<file path="src/rtl/loader_pkg.sv">
// rtl/loader_pkg.sv - shared state type, constants and helpers for the instruction loader
package loader_pkg;

  // Loader control states
  typedef enum logic [2:0] {
    ST_IDLE  = 3'd0,
    ST_RECV  = 3'd1,
    ST_WRITE = 3'd2,
    ST_DONE  = 3'd3,
    ST_ERROR = 3'd4
  } state_t;

  localparam logic [31:0] HALT_WORD_DEFAULT = 32'hFFFF_FFFF;
  localparam int          BYTES_PER_WORD    = 4;
  localparam int          BYTE_W            = 8;
  localparam int          WORD_W            = BYTES_PER_WORD * BYTE_W;

  // Number of bits needed to hold values 0 .. value-1
  function automatic int clog2(input int value);
    int result;
    int v;
    result = 0;
    v      = value - 1;
    while (v > 0) begin
      result = result + 1;
      v      = v >> 1;
    end
    return result;
  endfunction

endpackage

</file>
<file path="src/rtl/word_assembler.sv">
// rtl/word_assembler.sv - big-endian byte-to-word shifter with inter-byte timeout
module word_assembler
  import loader_pkg::*;
#(
  parameter int TIMEOUT_CYCLES = 100000
) (
  input  logic              i_clk,
  input  logic              i_rst,
  input  logic              i_clear,
  input  logic              i_accept,
  input  logic              i_count_en,
  input  logic [BYTE_W-1:0] i_rx_data,
  input  logic              i_rx_done,
  output logic [WORD_W-1:0] o_word,
  output logic              o_word_valid,
  output logic              o_timeout
);

  localparam int IDX_W   = (clog2(BYTES_PER_WORD) < 1) ? 1 : clog2(BYTES_PER_WORD);
  localparam int TIMER_W = (clog2(TIMEOUT_CYCLES) < 1) ? 1 : clog2(TIMEOUT_CYCLES);
  localparam logic [IDX_W-1:0]   LAST_IDX  = IDX_W'(BYTES_PER_WORD - 1);
  localparam logic [TIMER_W-1:0] TIMER_MAX = TIMER_W'(TIMEOUT_CYCLES - 1);

  logic [WORD_W-1:0]  shift_q;
  logic [IDX_W-1:0]   idx_q;
  logic [TIMER_W-1:0] timer_q;
  logic               byte_take;

  assign byte_take    = i_accept & i_rx_done;
  // Word as it looks once the byte on the bus is shifted in; the top latches
  // this on the fourth byte so the write can go out the very next cycle.
  assign o_word       = {shift_q[WORD_W-BYTE_W-1:0], i_rx_data};
  assign o_word_valid = byte_take && (idx_q == LAST_IDX);
  // A byte arriving in the same cycle beats the timeout.
  assign o_timeout    = i_count_en && (idx_q != '0) && !i_rx_done && (timer_q == TIMER_MAX);

  // Shift register, byte index and gap timer; timer only runs mid-word
  always_ff @(posedge i_clk) begin
    if (i_rst || i_clear) begin
      shift_q <= '0;
      idx_q   <= '0;
      timer_q <= '0;
    end else if (byte_take) begin
      shift_q <= o_word;
      idx_q   <= (idx_q == LAST_IDX) ? '0 : idx_q + 1'b1;
      timer_q <= '0;
    end else if (i_count_en && (idx_q != '0) && (timer_q != TIMER_MAX)) begin
      timer_q <= timer_q + 1'b1;
    end
  end

endmodule

</file>
<file path="src/rtl/mem_instruction_loader.sv">
// rtl/mem_instruction_loader.sv - UART byte stream to instruction memory bootloader
module mem_instruction_loader
  import loader_pkg::*;
#(
  parameter int          RAM_WIDTH      = 32,
  parameter int          RAM_DEPTH      = 2048,
  parameter logic [31:0] HALT_WORD      = HALT_WORD_DEFAULT,
  parameter int          TIMEOUT_CYCLES = 100000
) (
  input  logic                 i_clk,
  input  logic                 i_rst,
  input  logic                 i_start,
  input  logic [7:0]           i_rx_data,
  input  logic                 i_rx_done,
  output logic [RAM_WIDTH-1:0] o_addr,
  output logic [RAM_WIDTH-1:0] o_dina,
  output logic                 o_wea,
  output logic                 o_ena,
  output logic                 o_busy,
  output logic                 o_done,
  output logic                 o_error,
  output logic [RAM_WIDTH-1:0] o_word_count
);

  localparam int ADDR_W = (clog2(RAM_DEPTH) < 1) ? 1 : clog2(RAM_DEPTH);
  localparam logic [ADDR_W-1:0]    LAST_ADDR = ADDR_W'(RAM_DEPTH - 1);
  localparam logic [RAM_WIDTH-1:0] COUNT_MAX = RAM_WIDTH'(RAM_DEPTH);

  state_t             state_q;
  state_t             state_d;
  logic [ADDR_W-1:0]  addr_q;
  logic [WORD_W-1:0]  word_q;
  logic               asm_clear;
  logic               asm_accept;
  logic               asm_count_en;
  logic [WORD_W-1:0]  asm_word;
  logic               asm_word_valid;
  logic               asm_timeout;

  // Bytes are taken in WRITE too, so a strobe during the write cycle
  // becomes byte 0 of the following word.
  assign asm_accept   = (state_q == ST_RECV) || (state_q == ST_WRITE);
  assign asm_count_en = (state_q == ST_RECV);

  word_assembler #(
    .TIMEOUT_CYCLES(TIMEOUT_CYCLES)
  ) u_word_assembler (
    .i_clk       (i_clk),
    .i_rst       (i_rst),
    .i_clear     (asm_clear),
    .i_accept    (asm_accept),
    .i_count_en  (asm_count_en),
    .i_rx_data   (i_rx_data),
    .i_rx_done   (i_rx_done),
    .o_word      (asm_word),
    .o_word_valid(asm_word_valid),
    .o_timeout   (asm_timeout)
  );

  // Next-state logic; start is honoured only outside RECV/WRITE
  always_comb begin
    state_d   = state_q;
    asm_clear = 1'b0;
    case (state_q)
      ST_IDLE, ST_DONE, ST_ERROR: begin
        if (i_start) begin
          state_d   = ST_RECV;
          asm_clear = 1'b1;
        end
      end
      ST_RECV: begin
        if (asm_word_valid) begin
          state_d = ST_WRITE;
        end else if (asm_timeout) begin
          state_d = ST_ERROR;
        end
      end
      ST_WRITE: begin
        if (word_q == HALT_WORD) begin
          state_d = ST_DONE;
        end else if (addr_q == LAST_ADDR) begin
          state_d = ST_ERROR;
        end else begin
          state_d = ST_RECV;
        end
      end
      default: state_d = ST_IDLE;
    endcase
  end

  // State, address/count registers and registered outputs decoded from next state
  always_ff @(posedge i_clk) begin
    if (i_rst) begin
      state_q      <= ST_IDLE;
      addr_q       <= '0;
      word_q       <= '0;
      o_addr       <= '0;
      o_dina       <= '0;
      o_wea        <= 1'b0;
      o_ena        <= 1'b0;
      o_busy       <= 1'b0;
      o_done       <= 1'b0;
      o_error      <= 1'b0;
      o_word_count <= '0;
    end else begin
      state_q <= state_d;
      o_wea   <= (state_d == ST_WRITE);
      o_ena   <= (state_d == ST_WRITE);
      o_busy  <= (state_d == ST_RECV) || (state_d == ST_WRITE);
      o_done  <= (state_d == ST_DONE);
      o_error <= (state_d == ST_ERROR);

      if (state_d == ST_WRITE) begin
        word_q <= asm_word;
        o_addr <= RAM_WIDTH'(addr_q);
        o_dina <= RAM_WIDTH'(asm_word);
      end else begin
        o_addr <= '0;
        o_dina <= '0;
      end

      if (asm_clear) begin
        addr_q       <= '0;
        o_word_count <= '0;
      end else if (state_q == ST_WRITE) begin
        addr_q <= addr_q + 1'b1;
        if (o_word_count != COUNT_MAX) begin
          o_word_count <= o_word_count + RAM_WIDTH'(1);
        end
      end
    end
  end

endmodule

</file>
<file path="config.mk">
export PLATFORM = sky130hd
export DESIGN_NAME = mem_instruction_loader
export DESIGN_NICKNAME = d
export VERILOG_FILES = /design/src/rtl/loader_pkg.sv /design/src/rtl/word_assembler.sv /design/src/rtl/mem_instruction_loader.sv
export SDC_FILE = /design/constraint.sdc
export NUM_CORES = 1
export LEC_CHECK = 0
export ABC_AREA = 1
export BUFFER_PORTS_ARGS = -buffer_cell sky130_fd_sc_hd__buf_4
export CORE_MARGIN = 8
export CORE_UTILIZATION = 40
export DETAILED_ROUTE_END_ITERATION = 8
export PLACE_DENSITY_LB_ADDON = 0.08
export RECOVER_POWER = 50
export REMOVE_ABC_BUFFERS = 1
export SLEW_MARGIN = 20
export SYNTH_ARGS = -nofsm -noshare
export SYNTH_HDL_FRONTEND = slang
export SYNTH_SLANG_ARGS = --single-unit
</file>
<file path="constraint.sdc">
create_clock -name i_clk -period 3.65 [get_ports i_clk]
set_input_delay 0.365 -clock i_clk [delete_from_list [all_inputs] [get_ports i_clk]]
set_output_delay 0.365 -clock i_clk [all_outputs]
set_load 0.05 [all_outputs]
</file>
==> summary.txt, run 1 <==
Timing
  – Rel. slew slack: -16.6%
  – Part of the cycle the worst path needs: 72.7%
  – Fin Setup TNS: 0 ns
  – Final min period: between 2 and 3 ns
  – Actual slew at the worst max-slew pin: approximately 1.7 ns
  – Hold WS: between 0.15 and 0.2 ns
  – Final setup fails: 0
  – Layout Skew: 0.0108 ns
  – Slew Viols, Final: 37
  – Final count of hold timing violations: 0
  – FMAX: 0.377 GHz
  – Unrepaired setup endpoints after global routing: no

Synth
  – Post-synthesis cell area: approximately 0.0075 mm²
  – Post-synthesis mux area share: 0%
  – Main combinational cell family by area after synthesis: simple AND/OR/NAND/NOR gates
  – Commonest cells in the synthesized netlist: nand2_1, dfxtp_1, inv_1, nor2_1, a21oi_1
  – Avg Inst Size Synth: ~7.4 µm²
  – Most common cell in the synthesized netlist: nand2_1
  – Yosys warnings: 0
  – FFs w/ async S/R, synth: 0%
  – Post-Synth XOR/XNOR Area: between 3 and 4%
  – Top cell type's share of synthesized area: ~45%
  – Yosys cell types: 37
  – Leading area contributor after synthesis: dfxtp_1
  – Post-synthesis sequential area ratio: around 45%
  – Synth Instances: around 1000
  – Post-Synth Simple-Gate Area: 27.0%
  – Number of synthesized flops with an enable pin: 0
  – Commonest register cell after synthesis: dfxtp_1
  – Compound-cell area share of the yosys netlist: around 13%
  – FF+latch count, synth: 168
  – Leading post-synthesis cells by cell area: dfxtp_1, nand2_1, inv_1
  – Post-synthesis adder-cell area fraction: 1.01%

GRT
  – GR Layer Usage met2: 27.6%
  – First-pass GRT wire length: 31.4 mm
  – Largest net degree at the start of global routing: 46
  – Busiest grt layer: met2
  – Met3 Use GR: under 10%
  – Vias in the first global route: 6327
  – GR Util met1: approximately 20%
  – Grt total ovfl: 0
  – Antenna violations before repair: 0
  – Tot GR Track Use: 16.4%

Final layout
  – ANT cells: 0
  – Final nets: 1115
  – Area Growth Syn to Fin: 13.3%
  – Sequential cell area: between 0.003 and 0.004 mm²
  – Fillers: ~2000
  – Layout cells sized above 1: under 10%
  – Post-layout util: between 40% and 50%
  – Area occupied by multi-input gates: ~0.0033 mm²

CTS
  – Longest Clk Path Bufs: 2
  – H-tree levels: 4
  – PostCTS Resize Cnt: 0
  – Clock latency on the worst-skew pair: 0.42 ns
  – Number of CTS-inserted buffers: 17
  – Worst-path clk slew: 0.06 ns
  – Clock root cell: clkbuf_16
  – CTS tree: yes
  – CTS Sinks: between 150 and 200
  – Setup bufs post-CTS: 0
  – Post-CTS Hold Fix Bufs: 0

Worst setup path
  – Critical path class: flip-flop to flip-flop
  – Crit path DAT: approximately 3 ns
  – Worst Setup End Kind: flip-flop
  – WP data required: around 4 ns
  – Worst Setup Start Kind: flip-flop
  – Critical path fanouts, max: 45

Die
  – Die X: about 150 µm
  – Initial core utilization: 40.2%
  – Row cnt: 50
  – Die area: approximately 0.023 mm²
  – Top Ports: around 110
  – Die extent in y: approximately 150 µm
  – Core Area: around 0.019 mm²

Drt
  – Wire per inst: about 14 µm
  – DRC violations left: 0
  – Vias: around 6400
  – WL final: roughly 19 mm
  – Post-DRT Antenna Nets: 0
  – Drt via density: between 4 and 5
  – DRT Pass-1 Iters: 5
  – Violation count after the first detailed-routing iteration: 430

Worst hold path
  – HP Class: input pin to flip-flop

Placement
  – DP HPWL: between 10 and 15 mm
  – PortBufs: just over 90
  – GPL Wtd Cong: between 0.8 and 0.9

Status
  – Failing checks: capacitance limit, slew limit
  – Status: finished, violations left

Pwr
  – Peak supply drop: 0.000315 V
  – LEAKAGE: between 2 and 3 nW
  – PD cells: 453 mW/mm²

Job
  – Max Cap Viol: 1
[through the flow]
step           power [mW]  setup slack (ns)  cells  instance area [µm²]
6_report             3.82             0.997   1344                 8440
5_1_grt              3.99             0.668   1344                 8440
4_1_cts              3.88              1.37   1344                 8800
3_5_place_dp         2.08              1.38   1312                 8220
3_3_place_gp         2.08              1.40   1312                 8220
2_1_floorplan        2.03              1.02    981                 7200
[layout by cell type, fill, tap and decap left out, types with 2 or more instances in the layout]
cell type,instances
dfxtp_1,168
buf_4,16
inv_6,2
conb_1,21
nand3_1,41
inv_2,3
clkbuf_16,17
nor3_1,30
nor2_2,6
o22ai_1,3
nand3b_1,4
a21oi_1,81
clkinv_4,3
nand4_1,11
clkbuf_8,2
inv_1,126
bufinv_16,2
xor2_1,23
ha_1,6
a31o_2,16
nor2_1,131
nor2_4,2
nand2_1,245
o22ai_2,13
o21ai_0,38
xnor2_1,3
nand2_2,2
clkbuf_1,85
[kinds of logic (layout without fill, tap and decap cells)]
| group | Yosys count | in the layout |
|---|---|---|
| and+or+nand+nor | 474 | 474 |
| buffers and inverters | 180 | 259 |
| DFF | 168 | 168 |
| AOI/OAI and AO/OA | 156 | 156 |
| xor gates and xnor gates | 26 | 26 |
| adders and majority gates | 6 | 6 |
| other | 1 | 21 |
[sequential cells by signal (all words and copies together), names as in the netlist]
signal	cells
addr_q	11
o_addr	11
o_busy	1
o_dina	32
o_done	1
o_ena	1
o_error	1
o_word_count	32
state_q	3
u_word_assembler.idx_q	2
u_word_assembler.shift_q	24
u_word_assembler.timer_q	17
word_q	32
[path summary, 6_finish.rpt]
kind | from | end | slack (ns) | depth (start not counted)
max | state_q[0] | word_q[22] | 1.0 | 7
min | i_rst | o_ena | 0.19 | 2
max reg2reg | state_q[0] | word_q[22] | 1.0 | 7
min reg2reg | u_word_assembler.shift_q[20] | o_dina[28] | 0.46 | 2
[cell type report]
cell class              count  area share, %
flip-flops and latches    168           39.8
clock buffers              23           5.54
clock inverters             9           1.38
multi-input cells         683           39.0
repair buffers             97           5.02
inverters                 130           5.81
well taps                 234           3.47
[power by group]
| group | switching (mW) | total [mW] | internal (mW) |
|---|---|---|---|
| Clock | 0.737 | 1.79 | 1.05 |
| Combinational | 0.141 | 0.176 | 0.0349 |
| Sequential | 0.00768 | 1.86 | 1.85 |
[critical path, cell delays in order, from the launching register on]
cell and delay, ns:
dfxtp_1 0.36, inv_1 0.08, nor3_1 0.27, nand3_1 0.70, nor2_4 0.29, inv_2 0.37
buf_4 0.36, o22ai_2 0.09
[layer usage]
| layer | wire length, µm | part of all wire, % |
|---|---|---|
| met5 | 0 | 0 |
| met4 | 191 | 1.0 |
| met3 | 829 | 4.4 |
| met2 | 8800 | 47 |
| met1 | 8950 | 48 |
Note: power is estimated with default switching activity, not from simulation.
==> inputs of run 2 (changes only) <==
- clock period: 3.65 -> 2.75 ns (I/O delays scaled with it)
==> summary.txt, run 2 (synthesis results as in run 1) <==
CTS
  – Worst-path clk slew: 0.06 ns (about the same)
  – Clock root cell: clkbuf_16
  – CTS Sinks: 168 (unchanged)
  – Setup bufs post-CTS: 0 (unchanged)
  – H-tree levels: 4 (unchanged)
  – Clock latency on the worst-skew pair: 0.43 ns (about the same)
  – Post-CTS Hold Fix Bufs: 0 (unchanged)
  – Number of CTS-inserted buffers: 17 (unchanged)
  – Longest Clk Path Bufs: 2 (unchanged)
  – CTS tree: yes
  – PostCTS Resize Cnt: 0 (unchanged)

Worst setup path
  – Worst Setup Start Kind: flip-flop
  – Crit path DAT: 2.48 ns (-0.50 ns)
  – Critical path class: flip-flop to flip-flop
  – Critical path fanouts, max: 19 (-58%)
  – Worst Setup End Kind: flip-flop
  – WP data required: 3.05 ns (-0.93 ns)
  – CP Launch Point: state_q[0]
  – Reg-to-Reg Start: state_q[0]

Die
  – Top Ports: 113 (unchanged)
  – Die area: 0.0233 mm² (unchanged)
  – Initial core utilization: 40.2% (unchanged)
  – Die extent in y: 152 µm (unchanged)
  – Row cnt: 50 (unchanged)
  – Core Area: 0.0185 mm² (unchanged)
  – Die X: 152 µm (unchanged)

Job
  – Max Cap Viol: 0 (-1)

Placement
  – Placed Area: 0.00826 mm² (+0.46%)
  – GPL Wtd Cong: 0.858 (-0.60%)
  – DP HPWL: 13.6 mm (about the same)
  – PortBufs: 91 (unchanged)

GRT
  – Largest net degree at the start of global routing: 53 (+15%)
  – Antenna violations before repair: 0 (unchanged)
  – GR Util met1: 20.3% (+0.41 points)
  – GR Layer Usage met2: 27.8% (+0.28 points)
  – Busiest grt layer: met2
  – Tot GR Track Use: 16.5% (+0.15 points)
  – Met3 Use GR: 4.28% (-0.43 points)
  – Vias in the first global route: 6389 (+0.98%)
  – Grt total ovfl: 0 (unchanged)
  – First-pass GRT wire length: 31.5 mm (+0.33%)

Final layout
  – Layout cells sized above 1: 8.27% (+0.25 points)
  – Area Growth Syn to Fin: 13.7%
  – Commonest non-fill, non-tap cell in the layout: nand2_1
  – ANT cells: 0 (unchanged)
  – Most frequent cells in the layout: nand2_1, dfxtp_1, nor2_1, inv_1
  – Fin area: 0.00847 mm² (+0.36%)
  – Final nets: 1120 (+0.45%)
  – Top flop regs: o_dina x32, o_word_count x32, word_q x32

Pwr
  – LEAKAGE: 3.02 nW (+0.80%)
  – PD cells: 598 mW/mm² (+32%)
  – Int Pwr: 3.85 mW (+31%)
  – Psw: 1.22 mW (+38%)
  – Clock share of power: 46.7% (about the same)
  – Reg power frac: 48.6% (about the same)
  – Switch share: 24.1% (+0.96 points)
  – Peak supply drop: 0.000495 V (+57%)
  – Comb pwr share: 4.7% (about the same)

Timing
  – Rel. slew slack: 43.9% (+61 points)
  – Fin Setup TNS: 0 ns (unchanged)
  – Layout Skew: 0.00842 ns (-0.00238 ns)
  – Final count of hold timing violations: 0 (unchanged)
  – Unrepaired setup endpoints after global routing: no
  – Part of the cycle the worst path needs: 79.0% (+6.3 points)
  – Slew Viols, Final: 0 (-100%)
  – Final min period: 2.17 ns (-0.480 ns)
  – Actual slew at the worst max-slew pin: 0.842 ns (-0.908 ns)
  – Final setup fails: 0 (unchanged)
  – FMAX: 0.460 GHz (+22%)

Drt
  – Vias: 6363 (+0.079%)
  – Wire per inst: 13.9 µm (-0.24%)
  – Post-DRT Antenna Nets: 0 (unchanged)
  – DRT Pass-1 Iters: 5 (unchanged)
  – Violation count after the first detailed-routing iteration: 314 (-27%)
  – DRC violations left: 0 (unchanged)
  – WL final: 18.8 mm (about the same)
  – Drt via density: 4.72 (-0.14%)

Worst hold path
  – Hold Crit Start: i_rst
  – HP Class: input pin to flip-flop

Status
  – Status: completed
run 2: final timing paths:
| path | end | slack, ns | cells past startpoint |
|---|---|---|---|
| max | word_q[31] | 0.58 | 6 |
| min | state_q[0] | 0.09 | 2 |
| max reg2reg | word_q[31] | 0.58 | 6 |
| min reg2reg | u_word_assembler.shift_q[20] | 0.45 | 2 |
run 2: through the flow:
| stage | instances | util, % | hold WS [ns] | worst slack, ns | power [mW] |
|---|---|---|---|---|---|
| after floorplan | 981 | - | 0.344 | 0.122 | 2.70 |
| after global placement | 1317 | 44.6 | 0.447 | 0.806 | 2.76 |
| after detailed placement | 1317 | 44.6 | 0.452 | 0.787 | 2.77 |
| after CTS | 1347 | 47.7 | 0.0634 | 0.766 | 5.15 |
| after global routing | 1347 | 45.8 | 0.0750 | 0.401 | 5.26 |
| final | 1347 | 45.8 | 0.0852 | 0.577 | 5.07 |
run 2: worst max-delay path, stage by stage (launching register included):
cell and delay (ns):
dfxtp_1 0.38, inv_1 0.07, nor3_1 0.40, nand3_4 0.35
nand2_1 0.46, buf_4 0.28, o22ai_1 0.09
run 2: metal layers:
| metal | routed length (µm) | vias up | part of all wire (%) |
|---|---|---|---|
| li1 | - | 3342 | - |
| met1 | 8980 | 2888 | 48 |
| met2 | 8770 | 119 | 47 |
| met3 | 808 | 14 | 4.3 |
| met4 | 205 | 0 | 1.1 |
| met5 | 0 | - | 0 |
run 2: area by class of cell:
cell class / count / area [µm²]
clock buffers: 18 / 429
fillers: 1987 / 10000
clock inverters: 12 / 144
flip-flops and latches: 168 / 3360
inverters: 130 / 490
multi-input cells: 683 / 3290
well taps: 234 / 293
repair buffers: 102 / 460
run 2: power groups by stage:
stage | Clock (mW) | Combinational [mW] | Sequential [mW]
floorplan | 0 | 0.173 | 2.53
global placement | 0 | 0.243 | 2.52
detailed placement | 0 | 0.244 | 2.52
CTS | 2.44 | 0.244 | 2.47
global route | 2.53 | 0.261 | 2.47
finish | 2.37 | 0.237 | 2.47
==> inputs of run 3 (changes only) <==
- clock period: 2.75 -> 1.9 ns (I/O delays scaled with it)
==> summary.txt, run 3 (synthesis results as in run 1) <==
Worst setup path
  – WP data required: 2.25 ns (-0.80 ns)
  – Worst Setup Start Kind: flip-flop
  – Crit path cell chain: nand2_1, nor2_1, nand2_1, nor2_1, xor2_1, nand2_1, a21oi_1
  – CP delay by family, top: simple AND/OR/NAND/NOR gates
  – Slowest CP cell: dfxtp_1
  – Most common cell on crit path: nand2_1
  – Critical path class: flip-flop to flip-flop
  – Worst Path Buf+Inv: 0 (-2)
  – Critical path fanouts, max: 6 (-13)
  – Crit-path max cell delay: 0.46 ns (about the same)
  – Crit path DAT: 2.08 ns (-0.40 ns)
  – Worst Setup End Kind: flip-flop

CTS
  – H-tree levels: 4 (unchanged)
  – Longest Clk Path Bufs: 2 (unchanged)
  – CTS tree: yes
  – Clock latency on the worst-skew pair: 0.43 ns (about the same)
  – Clock root cell: clkbuf_16
  – CTS Sinks: 168 (unchanged)
  – Number of CTS-inserted buffers: 17 (unchanged)
  – Worst-path clk slew: 0.07 ns (about the same)

Placement
  – PortBufs: 91 (unchanged)
  – DP HPWL: 13.8 mm (+1.2%)
  – GPL Wtd Cong: 0.861 (+0.26%)
  – Placed cells: 1325 (+0.61%)

GRT
  – Vias in the first global route: 6249 (-2.2%)
  – Tot GR Track Use: 16.2% (-0.29 points)
  – Largest net degree at the start of global routing: 45 (-15%)
  – First-pass GRT wire length: 31.1 mm (-1.4%)
  – Antenna violations before repair: 0 (unchanged)
  – Grt total ovfl: 0 (unchanged)

Pwr
  – PD cells: 870 mW/mm² (+45%)
  – Clock share of power: 47.7% (+1.0 points)
  – Pwr Total: 7.52 mW (+48%)
  – Switch share: 24.9% (+0.77 points)
  – Reg power frac: 47.4% (-1.2 points)
  – Int Pwr: 5.65 mW (+47%)
  – Psw: 1.87 mW (+53%)
  – Peak supply drop: 0.000669 V (+35%)
  – LEAKAGE: 3.12 nW (+3.5%)
  – Comb pwr share: 4.9% (+0.2 points)

Timing
  – FMAX: 0.578 GHz (+26%)
  – Final setup fails: 0 (unchanged)
  – Final count of hold timing violations: 0 (unchanged)
  – Fin Setup TNS: 0 ns (unchanged)
  – Hold WS: 0.0137 ns (-0.0716 ns)
  – Unrepaired setup endpoints after global routing: no
  – Part of the cycle the worst path needs: 91.0% (+12 points)
  – Rel. slew slack: 53.3% (+9.4 points)
  – Actual slew at the worst max-slew pin: 0.704 ns (-0.138 ns)
  – Slew Viols, Final: 0 (unchanged)
  – Final min period: 1.73 ns (-0.444 ns)
  – Layout Skew: 0.0146 ns (+0.00620 ns)

Die
  – Core Area: 0.0185 mm² (unchanged)
  – Die extent in y: 152 µm (unchanged)
  – Top Ports: 113 (unchanged)
  – Row cnt: 50 (unchanged)
  – Initial core utilization: 40.2% (unchanged)
  – Die X: 152 µm (unchanged)
  – Die area: 0.0233 mm² (unchanged)

Final layout
  – Area Growth Syn to Fin: 16.1%
  – Post-layout util: 46.7% (+0.95 points)
  – Layout cells sized above 1: 9.65% (+1.4 points)
  – Final nets: 1135 (+1.3%)
  – Non-Filler Instances: 1364 (+1.3%)
  – ANT cells: 0 (unchanged)
  – Top flop regs: o_dina x32, o_word_count x32, word_q x32
  – Most frequent cells in the layout: nand2_1, dfxtp_1, nor2_1, inv_1
  – Commonest non-fill, non-tap cell in the layout: nand2_1

Drt
  – Violation count after the first detailed-routing iteration: 436 (+39%)
  – DRC violations left: 0 (unchanged)
  – DRT Pass-1 Iters: 5 (unchanged)
  – Wire per inst: 13.8 µm (-0.95%)
  – WL final: 18.8 mm (+0.30%)
  – Post-DRT Antenna Nets: 0 (unchanged)
  – Vias: 6497 (+2.1%)
  – Drt via density: 4.76 (+0.83%)

Worst hold path
  – HP Class: input pin to flip-flop

Job
  – Max Cap Viol: 0 (unchanged)

Status
  – Status: completed
run 3: cell count changes in the layout (fill, tap and decap cells not counted), moves of 3 or more:
| cell | change |
|---|---|
| inv_1 | -3 |
| buf_12 | +3 |
| buf_4 | +9 |
| nor2_1 | -5 |
| inv_8 | +4 |
| inv_2 | +3 |
| clkinv_4 | -3 |
| o22ai_2 | -7 |
| o22ai_1 | +7 |
| dlygate4sd3_1 | +3 |
| nor2_2 | +7 |
run 3: worst paths after layout:
kind / start / endpoint / cells past startpoint / slack [ns]
setup / recovery: o_word_count[8] / o_word_count[9] / 7 / 0.17
hold / removal: i_rx_data[2] / o_dina[2] / 3 / 0.01
setup reg to reg: o_word_count[8] / o_word_count[9] / 7 / 0.17
hold reg to reg: u_word_assembler.shift_q[16] / o_dina[24] / 2 / 0.45
run 3: final cells by class:
| type | instances | area, µm² |
|---|---|---|
| Fill cell | 1917 | 9870 |
| Sequential cell | 168 | 3360 |
| Multi-Input combinational cell | 684 | 3280 |
| Timing Repair Buffer | 116 | 613 |
| Inverter | 130 | 490 |
| Clock buffer | 18 | 429 |
| Tap cell | 234 | 293 |
| Clock inverter | 14 | 180 |
run 3: worst register-to-register path, cell delays in order (launching register included):
cell and delay, ns:
dfxtp_1 0.46, nand2_1 0.14, nor2_1 0.26, nand2_1 0.11, nor2_1 0.31, xor2_1 0.19, nand2_1 0.07, a21oi_1 0.13
run 3: stage by stage:
step                      area (µm²)  setup slack [ns]
after floorplan                 7200            -0.728
after global placement          8360             0.200
after detailed placement        8360             0.144
after CTS                       8990             0.135
after global routing            8650            0.0104
final                           8650             0.171
run 3: power groups by stage:
stage / logic, mW / registers [mW] / clock network (mW)
5_1_grt: 0.409 / 3.57 / 3.85
2_1_floorplan: 0.250 / 3.66 / 0
3_3_place_gp: 0.367 / 3.65 / 0
4_1_cts: 0.374 / 3.57 / 3.68
3_5_place_dp: 0.368 / 3.65 / 0
6_report: 0.368 / 3.57 / 3.59
run 3: what timing repair did:
| item | 4_1_cts | 5_1_grt |
|---|---|---|
| resized for setup | 0 | 1 |
| endpoints found under the hold margin | 7 | 0 |
| buffers inserted | 0 | 3 |
| endpoints found under the setup margin | 0 | 2 |
| hold buffers | 3 | 0 |
run 3: layer usage:
layer | up-vias | global-route usage (%) | part of all wire, %
met5 | - | 0 | 0
met4 | 0 | 5.00 | 1.2
met3 | 18 | 3.89 | 4.8
met2 | 147 | 26.7 | 46
met1 | 2950 | 20.7 | 48
li1 | 3382 | - | -
